`src/rtl/alu_seq_if.sv`:
```
// rtl/alu_seq_if.sv - operand/result handshake bundle for alu_seq
interface alu_seq_if #(
  parameter int WIDTH = 8
);
  logic             in_valid;
  logic             in_ready;
  logic [WIDTH-1:0] in1;
  logic [WIDTH-1:0] in2;
  logic [3:0]       func;
  logic             out_valid;
  logic             out_ready;
  logic [WIDTH-1:0] out;
  logic [WIDTH-1:0] out_hi;
  logic             flag_c;
  logic             flag_z;
  logic             flag_err;

  modport master (
    output in_valid, in1, in2, func, out_ready,
    input  in_ready, out_valid, out, out_hi, flag_c, flag_z, flag_err
  );

  modport slave (
    input  in_valid, in1, in2, func, out_ready,
    output in_ready, out_valid, out, out_hi, flag_c, flag_z, flag_err
  );
endinterface

```
`src/rtl/alu_seq.sv`:
```
// rtl/alu_seq.sv - handshaked ALU with iterative shift-add multiply and multi-bit shifts
module alu_seq #(
  parameter  int WIDTH = 8,
  localparam int SHW   = $clog2(WIDTH)
) (
  input logic       clk,
  input logic       rst_n,
  alu_seq_if.slave  bus
);
  localparam logic [3:0] OP_ADD  = 4'd0;
  localparam logic [3:0] OP_SUB  = 4'd1;
  localparam logic [3:0] OP_PASS = 4'd2;
  localparam logic [3:0] OP_SHL1 = 4'd3;
  localparam logic [3:0] OP_SHR1 = 4'd4;
  localparam logic [3:0] OP_AND  = 4'd5;
  localparam logic [3:0] OP_NOT  = 4'd6;
  localparam logic [3:0] OP_OR   = 4'd7;
  localparam logic [3:0] OP_XOR  = 4'd8;
  localparam logic [3:0] OP_MUL  = 4'd9;
  localparam logic [3:0] OP_SHLN = 4'd10;
  localparam logic [3:0] OP_SHRN = 4'd11;
  localparam logic [SHW-1:0] CNT_MAX = SHW'(WIDTH - 1);

  typedef enum logic [1:0] {IDLE, BUSY, DONE} state_t;

  state_t           state, state_nxt;
  logic [3:0]       op_q;
  logic [WIDTH-1:0] work_q, mcand_q, hi_q;
  logic [SHW-1:0]   cnt_q, n_q, last_cnt;
  logic [WIDTH-1:0] out_q, out_hi_q;
  logic             flag_c_q, flag_z_q, flag_err_q;

  logic             accept, last_step, multi;
  logic [WIDTH:0]   sum;
  logic [WIDTH-1:0] res;
  logic             res_c, res_err;
  logic [WIDTH:0]   mul_sum;
  logic [WIDTH-1:0] mul_hi_nxt, mul_lo_nxt, sh_nxt;
  logic             sh_c;

  assign bus.in_ready  = (state == IDLE);
  assign bus.out_valid = (state == DONE);
  assign bus.out       = out_q;
  assign bus.out_hi    = out_hi_q;
  assign bus.flag_c    = flag_c_q;
  assign bus.flag_z    = flag_z_q;
  assign bus.flag_err  = flag_err_q;

  // Shifts by zero collapse to a single-cycle pass-through.
  assign multi = (bus.func == OP_MUL) ||
                 (((bus.func == OP_SHLN) || (bus.func == OP_SHRN)) && (bus.in2[SHW-1:0] != '0));
  assign last_cnt = (op_q == OP_MUL) ? CNT_MAX : (n_q - SHW'(1));

  always_ff @(posedge clk or negedge rst_n) begin
    if (!rst_n) state <= IDLE;
    else        state <= state_nxt;
  end

  always_comb begin
    state_nxt = state;
    accept    = 1'b0;
    last_step = 1'b0;
    case (state)
      IDLE: if (bus.in_valid) begin
        accept    = 1'b1;
        state_nxt = multi ? BUSY : DONE;
      end
      BUSY: begin
        last_step = (cnt_q == last_cnt);
        if (last_step) state_nxt = DONE;
      end
      DONE: if (bus.out_ready) state_nxt = IDLE;
      default: state_nxt = IDLE;
    endcase
  end

  always_comb begin
    sum     = '0;
    res     = '0;
    res_c   = 1'b0;
    res_err = 1'b0;
    case (bus.func)
      OP_ADD:  begin sum = {1'b0, bus.in1} + {1'b0, bus.in2}; res = sum[WIDTH-1:0]; res_c = sum[WIDTH]; end
      OP_SUB:  begin sum = {1'b0, bus.in1} - {1'b0, bus.in2}; res = sum[WIDTH-1:0]; res_c = sum[WIDTH]; end
      OP_PASS: res = bus.in1;
      OP_SHL1: begin res = bus.in1 << 1; res_c = bus.in1[WIDTH-1]; end
      OP_SHR1: begin res = bus.in1 >> 1; res_c = bus.in1[0]; end
      OP_AND:  res = bus.in1 & bus.in2;
      OP_NOT:  res = ~bus.in1;
      OP_OR:   res = bus.in1 | bus.in2;
      OP_XOR:  res = bus.in1 ^ bus.in2;
      OP_MUL, OP_SHLN, OP_SHRN: res = bus.in1;
      default: res_err = 1'b1;
    endcase
  end

  // Multiply keeps the multiplier in work_q and shifts product bits in from the top.
  always_comb begin
    mul_sum    = {1'b0, hi_q} + (work_q[0] ? {1'b0, mcand_q} : '0);
    mul_hi_nxt = mul_sum[WIDTH:1];
    mul_lo_nxt = {mul_sum[0], work_q[WIDTH-1:1]};
    sh_nxt     = (op_q == OP_SHLN) ? (work_q << 1) : (work_q >> 1);
    sh_c       = (op_q == OP_SHLN) ? work_q[WIDTH-1] : work_q[0];
  end

  always_ff @(posedge clk or negedge rst_n) begin
    if (!rst_n) begin
      op_q       <= '0;
      work_q     <= '0;
      mcand_q    <= '0;
      hi_q       <= '0;
      cnt_q      <= '0;
      n_q        <= '0;
      out_q      <= '0;
      out_hi_q   <= '0;
      flag_c_q   <= 1'b0;
      flag_z_q   <= 1'b0;
      flag_err_q <= 1'b0;
    end else begin
      if (accept) begin
        op_q    <= bus.func;
        cnt_q   <= '0;
        n_q     <= bus.in2[SHW-1:0];
        work_q  <= (bus.func == OP_MUL) ? bus.in2 : bus.in1;
        mcand_q <= bus.in1;
        hi_q    <= '0;
        if (!multi) begin
          out_q      <= res;
          out_hi_q   <= '0;
          flag_c_q   <= res_c;
          flag_z_q   <= (res == '0);
          flag_err_q <= res_err;
        end
      end
      if (state == BUSY) begin
        cnt_q <= cnt_q + SHW'(1);
        if (op_q == OP_MUL) begin
          hi_q   <= mul_hi_nxt;
          work_q <= mul_lo_nxt;
        end else begin
          work_q <= sh_nxt;
        end
        if (last_step) begin
          flag_err_q <= 1'b0;
          if (op_q == OP_MUL) begin
            out_q    <= mul_lo_nxt;
            out_hi_q <= mul_hi_nxt;
            flag_c_q <= (mul_hi_nxt != '0);
            flag_z_q <= (mul_lo_nxt == '0);
          end else begin
            out_q    <= sh_nxt;
            out_hi_q <= '0;
            flag_c_q <= sh_c;
            flag_z_q <= (sh_nxt == '0);
          end
        end
      end
    end
  end
endmodule

```
`src/flat_wrapper.sv`:
```
// flat-port wrapper written by rule: the top's interface ports become plain ports
module alu_seq_flat 
#(
  parameter  int WIDTH = 8,
  localparam int SHW   = $clog2(WIDTH)
)
  (clk, rst_n, bus_in_valid, bus_in1, bus_in2, bus_func, bus_out_ready, bus_in_ready, bus_out_valid, bus_out, bus_out_hi, bus_flag_c, bus_flag_z, bus_flag_err);
  alu_seq_if #(.WIDTH(WIDTH)) bus_i ();
  input logic clk;
  input logic rst_n;
  input wire logic [$bits(bus_i.in_valid)-1:0] bus_in_valid;
  input wire logic [$bits(bus_i.in1)-1:0] bus_in1;
  input wire logic [$bits(bus_i.in2)-1:0] bus_in2;
  input wire logic [$bits(bus_i.func)-1:0] bus_func;
  input wire logic [$bits(bus_i.out_ready)-1:0] bus_out_ready;
  output wire logic [$bits(bus_i.in_ready)-1:0] bus_in_ready;
  output wire logic [$bits(bus_i.out_valid)-1:0] bus_out_valid;
  output wire logic [$bits(bus_i.out)-1:0] bus_out;
  output wire logic [$bits(bus_i.out_hi)-1:0] bus_out_hi;
  output wire logic [$bits(bus_i.flag_c)-1:0] bus_flag_c;
  output wire logic [$bits(bus_i.flag_z)-1:0] bus_flag_z;
  output wire logic [$bits(bus_i.flag_err)-1:0] bus_flag_err;
  assign bus_i.in_valid = bus_in_valid;
  assign bus_i.in1 = bus_in1;
  assign bus_i.in2 = bus_in2;
  assign bus_i.func = bus_func;
  assign bus_i.out_ready = bus_out_ready;
  assign bus_in_ready = bus_i.in_ready;
  assign bus_out_valid = bus_i.out_valid;
  assign bus_out = bus_i.out;
  assign bus_out_hi = bus_i.out_hi;
  assign bus_flag_c = bus_i.flag_c;
  assign bus_flag_z = bus_i.flag_z;
  assign bus_flag_err = bus_i.flag_err;
  alu_seq #(.WIDTH(WIDTH)) u_core (.clk(clk), .rst_n(rst_n), .bus(bus_i));
endmodule
```
`config.mk`:
```
export PLATFORM = sky130hd
export DESIGN_NAME = alu_seq_flat
export DESIGN_NICKNAME = d
export VERILOG_FILES = /design/src/rtl/alu_seq_if.sv /design/src/rtl/alu_seq.sv /design/src/flat_wrapper.sv
export SDC_FILE = /design/constraint.sdc
export NUM_CORES = 1
export LEC_CHECK = 0
export CORE_MARGIN = 2
export CORE_UTILIZATION = 50
export CTS_BUF_LIST = sky130_fd_sc_hd__clkbuf_8 sky130_fd_sc_hd__clkbuf_16
export DETAILED_ROUTE_END_ITERATION = 6
export GPL_TIMING_DRIVEN = 0
export PLACE_DENSITY = 0.85
export SYNTH_ARGS = -nofsm -noshare
export SYNTH_HDL_FRONTEND = slang
export SYNTH_SLANG_ARGS = --single-unit
```
`constraint.sdc`:
```
create_clock -name clk -period 2.9 [get_ports clk]
set_input_delay 0.29 -clock clk [delete_from_list [all_inputs] [get_ports clk]]
set_output_delay 0.29 -clock clk [all_outputs]
set_load 0.005 [all_outputs]
```
Word-level counts from Yosys, hierarchy flattened
Index checks and enable logic that the tools add are counted.
Operators by class
  muxes and demuxes: 47
  reduce and logical (&&, ||, !) cells: 14
  eq/ne operators: 19
  $add $sub $neg: 5
  bitwise logic cells: 4
Operators with widths (count)
  two-way mux 8 bit: 18
  case mux 8 bit (9 select lines): 1
  equality test 4 bit, second input constant: 6
  logical NOT 8 bit: 3
  two-way mux 1 bit: 19
  equality test 4 x 3 -> 1 bit, second input constant: 4
  OR reduction 12 bit: 1
  adder 8 x 8 -> 9 bit: 1
  adder 8 x 9 -> 9 bit: 1
  two-way mux 3 bit: 3
  subtractor 8 x 8 -> 9 bit: 1
  AND 8 bit: 1
  equality test 4 x 2 -> 1 bit, second input constant: 2
  two-way mux 2 bit: 4
  inverter 8 bit: 1
  bitwise OR 8 bit: 1
  nonzero test 8 bit: 1
  XOR 8 bit: 1
  case mux 2 bit (3 select lines): 1
  equality test 4 x 1 -> 1 bit, second input constant: 1
  logical NOT 4 bit: 1
  != test 2 bit, second input constant: 2
  case mux 1 bit (4 select lines): 1
  OR reduction 4 bit: 1
  12 further kinds: 13
Storage, ports and cells
  bits of input ports: 24
  output and inout bits: 21
  word-level logic and storage cells: 101
  register bits after elaboration: 55

Longest topological paths before layout
  depth after elaboration: 8
  gate-level depth with buffers: 12
  mapped depth without buffers: 11

Worst setup path after synthesis
OpenSTA, ideal clock, no wires.
  path kind: register -> register
  start point: register u_core.work_q[0]
  end point: register u_core.flag_c_q (netlist: u_core.bus.flag_c)
  cell stages (with the launch flop): 13
  clock period less this slack: 2.968 ns
  required time: 2.760 ns
  path slack: -0.068 ns
  arrival time: 2.828 ns
  path buffers: 1
  library setup time: 0.140 ns
  cells stage by stage: dfrtp_1 clkbuf_1 and2_1 ha_1 fa_1 a211oi_1 nor3b_1 o21a_1 o21ai_0 a21oi_1 or4_1 nor4_1 a211oi_1
On the way
  longest elaborated chain between the ends: 6
  elaborated cells on any way between the ends: 7
  those cells by class: add/sub (1); mux (5); reduce/logical (1)
Ends and longest elaborated chain
  from (decl): line alu_seq.sv:28  | logic [WIDTH-1:0] work_q, mcand_q, hi_q;
  from (signal assigned): line alu_seq.sv:124  | work_q <= (bus.func == OP_MUL) ? bus.in2 : bus.in1;
  from (signal assigned): line alu_seq.sv:139  | work_q <= mul_lo_nxt;
  from (signal assigned): line alu_seq.sv:141  | work_q <= sh_nxt;
  two-way mux 8 bit: line alu_seq.sv:99  | mul_sum = {1'b0, hi_q} + (work_q[0] ? {1'b0, mcand_q} : '0);
  adder 8 x 9 -> 9 bit: line alu_seq.sv:99
  nonzero test 8 bit: line alu_seq.sv:148  | flag_c_q <= (mul_hi_nxt != '0);
  two-way mux 1 bit (*): line alu_seq.sv:145  | if (op_q == OP_MUL) begin
  two-way mux 1 bit (*): line alu_seq.sv:143  | if (last_step) begin
  two-way mux 1 bit (*): line alu_seq.sv:135  | if (state == BUSY) begin
  to (signal assigned): line alu_seq.sv:130  | flag_c_q <= res_c;
  to (signal assigned): line alu_seq.sv:148
  to (decl): line alu_seq.sv:31  | logic flag_c_q, flag_z_q, flag_err_q;
Mark *: on every way between the ends. The rest lies on a longest branch, timed or not.
A chain may end at the register's enable or synchronous reset.

Worst setup path after layout
Same ends and word-level chain as after synthesis.

==> metrics.txt <==
status=finished, violations left; failing checks=setup timing; Final ANT Viol Nets=0; Starting Density=50.87%; Max-Cap Viols=0; commonest register cell after synthesis=dfrtp_1; Post-Synth Adder-Cell Area=11.05%; worst min-delay path class=input port to flip-flop; DIE HEIGHT=97.74 µm; I/O pins=45; Initial DRT Pass Iterations=6; clk slew on worst S/H paths=0.10 ns; maximum clock rate=0.3436 GHz; CTS tree=built; top cells by count, synth=64 x nand2_1, 55 x dfrtp_1, 52 x o21ai_0; post-placement cell area=0.004969 mm²; kind of critical path=flip-flop to flip-flop; row cnt=34; Yosys reg bits=55; Die W=97.74 µm; Avg Cell Area, Syn=8.227 µm²; CP max stage delay=0.44 ns; Pwr Density=639.8 mW/mm²; crit share post-route=100.3%; largest family of logic cells by synthesized area=compound AO/OA/AOI/OAI gates; simple-gate share of the synthesized area=20.79%; CP Cell Sequence=and2_4 -> ha_4 -> fa_2 -> a211oi_4 -> nor3b_2 -> o21a_1 -> o21ai_2 -> a21oi_2 -> or4_4 -> nor4_4 -> a211oi_1; Pwr Total=3.462 mW; post-route cell area=0.005411 mm²; WP buf/inv=0; first-pass GRT wire length=22480 µm; xor and xnor area share after synthesis=1.794%; worst r2r path cells=11; Yosys cell types=63; Area Overhead vs Synth=23.18%; hold slack=0.3552 ns; antenna violations before repair=0; Post-synth EDFFs=0; Worst Max-Slew Pin Slew=0.8421 ns; clk_lat worst skew=0.31 ns; delay-heaviest family, CP=simple AND/OR/NAND/NOR gates; vias per inst=6.428; Synth Area in Compound Gates=26.03%; Ant. Diodes=0; P_leak=2.346 nW; min cycle time layout=2.910 ns; Final Skew=0.01109 ns; Filler Cell Count=738; remaining global-route overflow=0; Nets=655; share of cells above drive strength 1=15.97%; critical path endpoint category=flip-flop; Total GRT Usage=29.09%; Final WS setup=-0.01003 ns; Buffers on Ports=42; count leader, synth=nand2_1; Max Slew Vio Count=0; largest net degree at the start of global routing=40; top cells by area, synth=dfrtp_1 31%, ha_1 9.7%, o21ai_0 5.9%; routed len/inst=20.35 µm; Mapped Cells=534; DRC errors left=0; Max-slew headroom=43.65%; core region area=0.008636 mm²; Arr. time, crit path=3.09 ns; warnings from Yosys=0; RePlAce Congestion=0.9855; clk buf depth=2; htree depth=2; Worst path depth=11; leading area contributor after synthesis=dfrtp_1; multiplexer share of the synthesized area=2.535%; DRT iter0 DRCs=289; final wirelength=14310 µm; post-detail-place hpwl=10180 µm; Hold Path Depth=3; Final Setup Violations=1; vias in the first global route=4331; post-synth top area share=31.33%; CP max FO=3; Crit-path slowest cell=dfrtp_2; peak supply drop=0.3344 mV; Via Count=4519; Setup crit start kind=flip-flop; CTS root buffer=clkbuf_8; post-synthesis sequential area ratio=31.33%; RSZ-0062 raised after global routing=true; count of final hold-check violations=0; asr flop ratio synth=100.0%; clock buffers created by TritonCTS=5; Netlist Area Pre-Place=0.004393 mm²; Mapped Nets=595; WP data required=3.08 ns; Die ar.=0.009552 mm²; clock sink total=55
## metal layers
layer | up-vias | routed length, µm | global-route usage [%]
li1 | 2047 | - | -
met1 | 2173 | 5580 | 37.20
met2 | 245 | 7168 | 52.73
met3 | 54 | 1041 | 2.147
met4 | 0 | 515 | 8.761
met5 | - | 0 | 0
## worst paths after layout
check,from,end,slack [ns]
setup / recovery,u_core.work_q[0]$_DFFE_PN0P_,u_core.bus.flag_c$_DFF_PN0_,-0.01
hold / removal,bus_in2[1],u_core.n_q[1]$_DFFE_PN0P_,0.36
setup reg to reg,u_core.work_q[0]$_DFFE_PN0P_,u_core.bus.flag_c$_DFF_PN0_,-0.01
hold reg to reg,u_core.mcand_q[3]$_DFFE_PN0P_,u_core.mcand_q[3]$_DFFE_PN0P_,0.49
max in group asynchronous,rst_n,u_core.state[0]$_DFFE_PN0P_,1.88
min in group asynchronous,rst_n,u_core.bus.out_hi[1]$_DFF_PN0_,0.46
## cell usage in the layout (no fill, tap or decap), drive strengths merged, types with 5 or more instances in the layout
cell | synthesis | routed
a211oi | 5 | 5
a21o | 5 | 5
a21oi | 25 | 25
a22o | 9 | 9
a22oi | 6 | 6
a31oi | 7 | 7
and2 | 10 | 10
buf | 13 | 30
clkbuf | 19 | 25
clkdlybuf4s50 | 0 | 29
dfrtp | 55 | 55
ha | 34 | 34
inv | 34 | 35
mux2i | 10 | 10
nand2 | 64 | 64
nand2b | 10 | 10
nand3 | 12 | 12
nor2 | 46 | 46
nor2b | 10 | 10
nor3b | 6 | 6
o211ai | 5 | 5
o21ai | 55 | 55
o221ai | 6 | 6
o22ai | 7 | 7
o31ai | 6 | 6
xnor2 | 7 | 7
## area by class of cell
class                      count  area, µm²  area share [%]
timing repair buffer          59      543.0           10.03
inverter                      34      130.1           2.405
multi-input combinational    413       2962           54.73
buffer                        26      141.4           2.613
sequential                    55       1379           25.48
clock buffer                   6      82.58           1.526
tap                          108      135.1           2.497
clock inverter                 2      38.79          0.7168
## registers in the layout, indices dropped and copies added (netlist names)
signal / flops
u_core.work_q: 8
u_core.bus.flag_z: 1
u_core.bus.out: 8
u_core.hi_q: 8
u_core.n_q: 3
u_core.state: 2
u_core.cnt_q: 3
u_core.op_q: 4
u_core.bus.flag_err: 1
u_core.bus.out_hi: 8
u_core.mcand_q: 8
u_core.bus.flag_c: 1
## per-stage QoR
stage	util, %	worst slack (ns)	setup TNS, ns	instances
2_1_floorplan	-	0.03827	0	534
3_3_place_gp	57.36	-0.8934	-3.490	684
3_5_place_dp	57.53	-1.004	-3.343	685
4_1_cts	60.07	-0.006711	-0.006711	694
5_1_grt	62.66	-0.09647	-0.09647	703
6_report	62.66	-0.01003	-0.01003	703
## power by group
| group | total [mW] | leakage (nW) | switching (mW) | internal (mW) |
|---|---|---|---|---|
| clock network | 0.537 | 0.0618 | 0.253 | 0.284 |
| logic | 1.72 | 1.58 | 0.951 | 0.764 |
| registers | 1.21 | 0.703 | 0.189 | 1.02 |
| total | 3.46 | 2.35 | 1.39 | 2.07 |
## repair_timing
| item | in CTS | in global routing |
|---|---|---|
| setup endpoints to repair | 5 | 9 |
| resized for setup | 45 | 51 |
| buffers inserted | 5 | 11 |
| endpoints found under the hold margin | 16 | 0 |
| pin swaps | 7 | 18 |
| hold buffers | 1 | 0 |
## cell families after synthesis
| kind of cell | count (synthesis) |
|---|---|
| flops | 55 |
| buf+inv | 66 |
| xor+xnor | 9 |
| compound gates | 171 |
| mux | 11 |
| simple gates | 185 |
| fa+ha+maj | 37 |
## worst min-delay path, stage by stage
cell and delay [ns]:
clkbuf_4 0.18, nand2_1 0.08, o21ai_0 0.07
No activity file was read; power rests on OpenSTA's default activity.
